File: src/rtl/dice_pkg.sv
// Shared definitions for the dice roller: die codes, controller states,
// face width and the die-to-sides lookup.
package dice_pkg;

  localparam int FACE_W = 5;

  typedef enum logic [2:0] {
    D4  = 3'd0,
    D6  = 3'd1,
    D8  = 3'd2,
    D10 = 3'd3,
    D12 = 3'd4,
    D20 = 3'd5
  } die_e;

  typedef enum logic [1:0] {
    IDLE    = 2'd0,
    ROLLING = 2'd1,
    DONE    = 2'd2
  } state_e;

  function automatic logic [FACE_W-1:0] sides(input die_e d);
    case (d)
      D4:      return 5'd4;
      D6:      return 5'd6;
      D8:      return 5'd8;
      D10:     return 5'd10;
      D12:     return 5'd12;
      default: return 5'd20;
    endcase
  endfunction

endpackage

File: src/rtl/roll_controller_btn_edge.sv
// btn_edge: registers a bank of level buttons and reports rising edges
// (input high while the registered copy is low). The first cycle after
// reset release is masked so a button held through reset does not count
// as a fresh press.
module btn_edge #(
  parameter int W = 1
) (
  input  logic         clk,
  input  logic         rst_n,
  input  logic [W-1:0] btn_i,
  output logic [W-1:0] rise_o
);

  logic [W-1:0] btn_q;
  logic         settle_q;

  // Registered copy of the buttons plus the post-reset mask flag
  always_ff @(posedge clk) begin
    if (!rst_n) begin
      btn_q    <= '0;
      settle_q <= 1'b1;
    end else begin
      btn_q    <= btn_i;
      settle_q <= 1'b0;
    end
  end

  assign rise_o = settle_q ? '0 : (btn_i & ~btn_q);

endmodule

File: src/rtl/roll_controller.sv
// roll_controller: die selection and timed roll sequencer for a dice game.
// A free-running face counter cycles 1..sides every clock; a roll lasts
// ROLL_CYCLES clocks and captures the counter (or the maximum face when
// test_sw is high) at its last cycle.
// Build option ROLL_ANIMATION_EN: when defined, result shows the live face
// counter while rolling; otherwise result holds its previous value.
module roll_controller
  import dice_pkg::*;
#(
  parameter int ROLL_CYCLES = 16
) (
  input  logic              clk,
  input  logic              rst_n,
  input  logic [5:0]        die_btn,
  input  logic              roll_btn,
  input  logic              test_sw,
  output logic [2:0]        die_sel,
  output logic [FACE_W-1:0] result,
  output logic              result_valid,
  output logic              busy
);

  localparam logic [7:0] CNT_LOAD = 8'(ROLL_CYCLES - 1);

  logic [5:0]        die_rise;
  logic              roll_rise;
  logic              die_ok;
  die_e              die_idx;
  logic              face_reset;

  state_e            state_q, state_d;
  die_e              die_q, die_d;
  logic [FACE_W-1:0] face_q, face_d;
  logic [7:0]        cnt_q, cnt_d;
  logic [FACE_W-1:0] result_q, result_d;
  logic              rv_q, rv_d;

  btn_edge #(.W(6)) u_die_edge (
    .clk    (clk),
    .rst_n  (rst_n),
    .btn_i  (die_btn),
    .rise_o (die_rise)
  );

  btn_edge #(.W(1)) u_roll_edge (
    .clk    (clk),
    .rst_n  (rst_n),
    .btn_i  (roll_btn),
    .rise_o (roll_rise)
  );

  // Decode a die-select edge: valid only when exactly one button rose
  always_comb begin
    die_ok  = (die_rise != 6'd0) && ((die_rise & (die_rise - 6'd1)) == 6'd0);
    die_idx = D20;
    for (int i = 0; i < 6; i++) begin
      if (die_rise[i]) die_idx = die_e'(3'(i));
    end
  end

  // Next-state logic; a roll edge takes priority over a simultaneous die edge
  always_comb begin
    state_d    = state_q;
    die_d      = die_q;
    cnt_d      = cnt_q;
    result_d   = result_q;
    rv_d       = rv_q;
    face_reset = 1'b0;
    case (state_q)
      IDLE, DONE: begin
        if (roll_rise) begin
          state_d = ROLLING;
          rv_d    = 1'b0;
          cnt_d   = CNT_LOAD;
        end else if (die_ok) begin
          state_d    = IDLE;
          die_d      = die_idx;
          rv_d       = 1'b0;
          face_reset = 1'b1;
        end
      end
      ROLLING: begin
        if (cnt_q == 8'd0) begin
          state_d  = DONE;
          rv_d     = 1'b1;
          result_d = test_sw ? sides(die_q) : face_q;
        end else begin
          cnt_d = cnt_q - 8'd1;
        end
      end
      default: state_d = IDLE;
    endcase
  end

  // Face counter advances every clock and wraps at the selected die's sides
  always_comb begin
    if (face_reset || (face_q >= sides(die_q))) face_d = 5'd1;
    else                                          face_d = face_q + 5'd1;
  end

  // State and datapath registers
  always_ff @(posedge clk) begin
    if (!rst_n) begin
      state_q  <= IDLE;
      die_q    <= D20;
      face_q   <= 5'd1;
      cnt_q    <= 8'd0;
      result_q <= '0;
      rv_q     <= 1'b0;
    end else begin
      state_q  <= state_d;
      die_q    <= die_d;
      face_q   <= face_d;
      cnt_q    <= cnt_d;
      result_q <= result_d;
      rv_q     <= rv_d;
    end
  end

  assign die_sel      = die_q;
  assign result_valid = rv_q;
  assign busy         = (state_q == ROLLING);
`ifdef ROLL_ANIMATION_EN
  assign result       = (state_q == ROLLING) ? face_q : result_q;
`else
  assign result       = result_q;
`endif

endmodule

File: config.mk
export PLATFORM = sky130hd
export DESIGN_NAME = roll_controller
export DESIGN_NICKNAME = d
export VERILOG_FILES = /design/src/rtl/dice_pkg.sv /design/src/rtl/roll_controller_btn_edge.sv /design/src/rtl/roll_controller.sv
export SDC_FILE = /design/constraint.sdc
export NUM_CORES = 1
export LEC_CHECK = 0
export BUFFER_PORTS_ARGS = -buffer_cell sky130_fd_sc_hd__buf_2
export CORE_ASPECT_RATIO = 0.5
export CORE_MARGIN = 4
export CORE_UTILIZATION = 45
export CTS_BUF_LIST = sky130_fd_sc_hd__clkbuf_2
export DETAILED_ROUTE_END_ITERATION = 16
export PLACE_DENSITY_LB_ADDON = 0.15
export SYNTH_ARGS = -nofsm -noshare
export SYNTH_HDL_FRONTEND = slang
export SYNTH_SLANG_ARGS = --single-unit
File: constraint.sdc
create_clock -name clk -period 2.1 [get_ports clk]
set_clock_uncertainty 0.2 [all_clocks]
set_input_delay 0.42 -clock clk [delete_from_list [all_inputs] [get_ports clk]]
set_output_delay 0.42 -clock clk [all_outputs]
set_load 0.02 [all_outputs]
==> results.sh <==
export IMPL_ant_nets=0
export IMPL_yosysUniqueCellTypes=39
export IMPL_place_congestion=0.801
export IMPL_ir_worst_vdd_mv=0.340
export IMPL_grt_overflow=0
export IMPL_synthesis_nets=186
export IMPL_grt_pass1_wl_mm=5.13
export IMPL_hold_path_class="in2reg"
export IMPL_drive_gt1_frac=0.218
export IMPL_synth_area_mm2=0.00156
export IMPL_pre_cts_slack_ns=0.0394
export IMPL_wire_per_inst_um=12.2
export IMPL_crit_slowest_cell="dfxtp_1"
export IMPL_rows=14
export IMPL_dp_hpwl_mm=2.24
export IMPL_initial_core_util=0.494
export IMPL_synth_flop_cell="dfxtp_1"
export IMPL_setup_viol_count_final=0
export IMPL_area_delta_synth_final_pct=13.8
export IMPL_drcViolationCount=0
export IMPL_htree_levels=2
export IMPL_critPathBufInv=1
export IMPL_grt_antenna_before_repair=0
export IMPL_synth_compound_area_frac=0.117
export IMPL_cts_sinks=32
export IMPL_numCtsBuffers=5
export IMPL_ys_ff_latch=32
export IMPL_fin_area_mm2=0.00177
export IMPL_n_antenna_cell=0
export IMPL_clkTransAtPathRegs_ns=0.16
export IMPL_fin_ws_ns=0.127
export IMPL_root_buffer="clkbuf_2"
export IMPL_pin_count=20
export IMPL_crit_family="simple AND/OR/NAND/NOR gates"
export IMPL_clockBufferDepth=2
export IMPL_cp_required_ns=2.14
export IMPL_arrival_ns=2.02
export IMPL_status="complete, no violations"
export IMPL_insertion_delay_ns=0.35
export IMPL_grt_start_max_net_pins=14
export IMPL_die_height_um=49.6
export IMPL_synth_xor_area_frac=0.0449
export IMPL_fin_crit_sh=0.940
export IMPL_start_kind="flip-flop"
export IMPL_path_max_fanout=5
export IMPL_synth_edf_count=0
export IMPL_min_period_ns=1.97
export IMPL_leakage_nw=0.723
export IMPL_report_final_slew_viol_count=0
export IMPL_post_cts_buffers=0
export IMPL_totalNegativeSetupSlack_ns=0
export IMPL_vias_per_cell=5.17
export IMPL_synth_top_family_by_area="simple AND/OR/NAND/NOR gates"
export IMPL_cts_tree="built"
export IMPL_final_cell_mix="dfxtp_1, nor2_1, buf_2"
export IMPL_ff2ff_setup_slack_ns=0.13
export IMPL_cp_cell_sequence="nor2b_1 > a21oi_1 > ha_1 > nand2_1 > o21ai_0 > buf_4 > nor4_1"
export IMPL_power_density_mw_per_mm2=676
export IMPL_hold_viol=0
export IMPL_worst_setup_path_end_kind="flip-flop"
export IMPL_tightest_slew_ns=0.370
export IMPL_core_area_mm2=0.00315
export IMPL_grt_pass1_vias=1128
export IMPL_layout_nets=214
export IMPL_drt_iter0_markers=66
export IMPL_drv_cap=0
export IMPL_vias=1226
export IMPL_port_buffer_count=19
export IMPL_drt_wl_total_mm=2.89
export IMPL_synth_warnings=0
export IMPL_fp_dieArea_mm2=0.00453
export IMPL_maxSlewHeadroom=0.754
export IMPL_fmax_mhz=507
export IMPL_synth_simple_area_share=0.287
export IMPL_firstDrtPassIters=4
export IMPL_synth_seq_area_share=0.411
export IMPL_max_stage_delay_ns=0.43
export IMPL_dieWidth_um=91.2
export IMPL_layout_commonest_cell="dfxtp_1"
export IMPL_grt_usage=0.143
export IMPL_avgSynthCellArea_um2=9.22
export IMPL_place_area_mm2=0.00174
export IMPL_rsz0062_at_grt="false"
export IMPL_criticalPathCategory="reg2reg"
export IMPL_synthAdderAreaFrac=0.0562
export IMPL_synthCells=169
export IMPL_synthArstFlopShare=0
export IMPL_muxShareOfSynthArea=0.0522
[final timing paths]
check                          start                        endpoint  cells past startpoint
min reg2reg    cnt_q[0]$_SDFFE_PN0P_           cnt_q[0]$_SDFFE_PN0P_                      1
max reg2reg  die_sel[1]$_SDFFE_PN0P_            face_q[2]$_SDFF_PP0_                      7
max          die_sel[1]$_SDFFE_PN0P_            face_q[2]$_SDFF_PP0_                      7
min                       die_btn[4]  u_die_edge.btn_q[4]$_SDFF_PN0_                      2
[synthesized netlist by cell type, types with 2 or more instances]
cell type	count	area share
and2_1	8	0.032
a311oi_1	2	0.011
a21oi_1	7	0.022
nor3_1	6	0.019
o21ai_0	2	0.0064
nand3_1	5	0.016
nor2b_1	8	0.032
o21ai_1	2	0.0064
xnor2_1	5	0.028
xor2_1	3	0.017
a211oi_1	5	0.024
mux2i_1	7	0.045
nand2_1	7	0.017
dfxtp_1	32	0.41
buf_1	2	0.0048
nor2_2	2	0.0080
clkbuf_1	2	0.0048
nand2b_1	7	0.028
ha_1	7	0.056
nor2_1	21	0.051
and3_1	2	0.0080
inv_1	7	0.017
nor4_1	4	0.016
[worst reg2reg max path, delay by kind of cell (launching register included)]
| family | cells | cell delay, ns |
|---|---|---|
| and+or+nand+nor | 3 | 0.56 |
| DFF | 1 | 0.43 |
| buffers and inverters | 1 | 0.18 |
| AOI/OAI and AO/OA | 2 | 0.22 |
| adders and majority gates | 1 | 0.29 |
[where the power goes]
group	switching (mW)	internal, mW
registers	0.0429	0.650
logic	0.130	0.119
clock network	0.189	0.0687
[metal layers]
layer  vias up  share of wire  global-route usage
li1        651              -                   -
met1       557           0.52               0.189
met5         -              0                   0
met4         0         0.0038              0.0525
met3         2          0.045              0.0517
met2        16           0.43               0.213
[state kept, by name (all words and copies together) (netlist names), 2 cells and up]
register	cells
u_die_edge.btn_q	6
state_q	2
result	5
face_q	5
cnt_q	8
die_sel	3
[metrics by stage]
stage                     total power, mW  cells  hold slack [ns]  utilization
after floorplan                     0.891    169            0.285            -
after global placement              0.950    230            0.270        0.551
after detailed placement            0.956    230            0.281        0.551
after CTS                            1.22    237           0.0453        0.561
after global routing                 1.29    237           0.0409        0.563
final                                1.20    237           0.0757        0.563
[area by class of cell]
cell class	instances	area, um2
well taps	40	50.0
multi-input cells	124	871
repair buffers	26	148
clock buffers	5	25.0
clock inverters	2	7.51
flip-flops and latches	32	643
inverters	8	30.0
fillers	303	1380
[what timing repair did]
| action | 4_1_cts | 5_1_grt |
|---|---|---|
| resized for setup | 0 | 4 |
| endpoints found under the setup margin | 0 | 8 |
| hold buffers | 0 | 0 |
[kinds of logic after synthesis]
group,after synthesis
xor gates and xnor gates,8
buffers and inverters,13
adders and majority gates,7
DFF,32
AOI/OAI and AO/OA,24
muxes,8
and+or+nand+nor,77
Note: power is estimated with default switching activity, not from simulation.
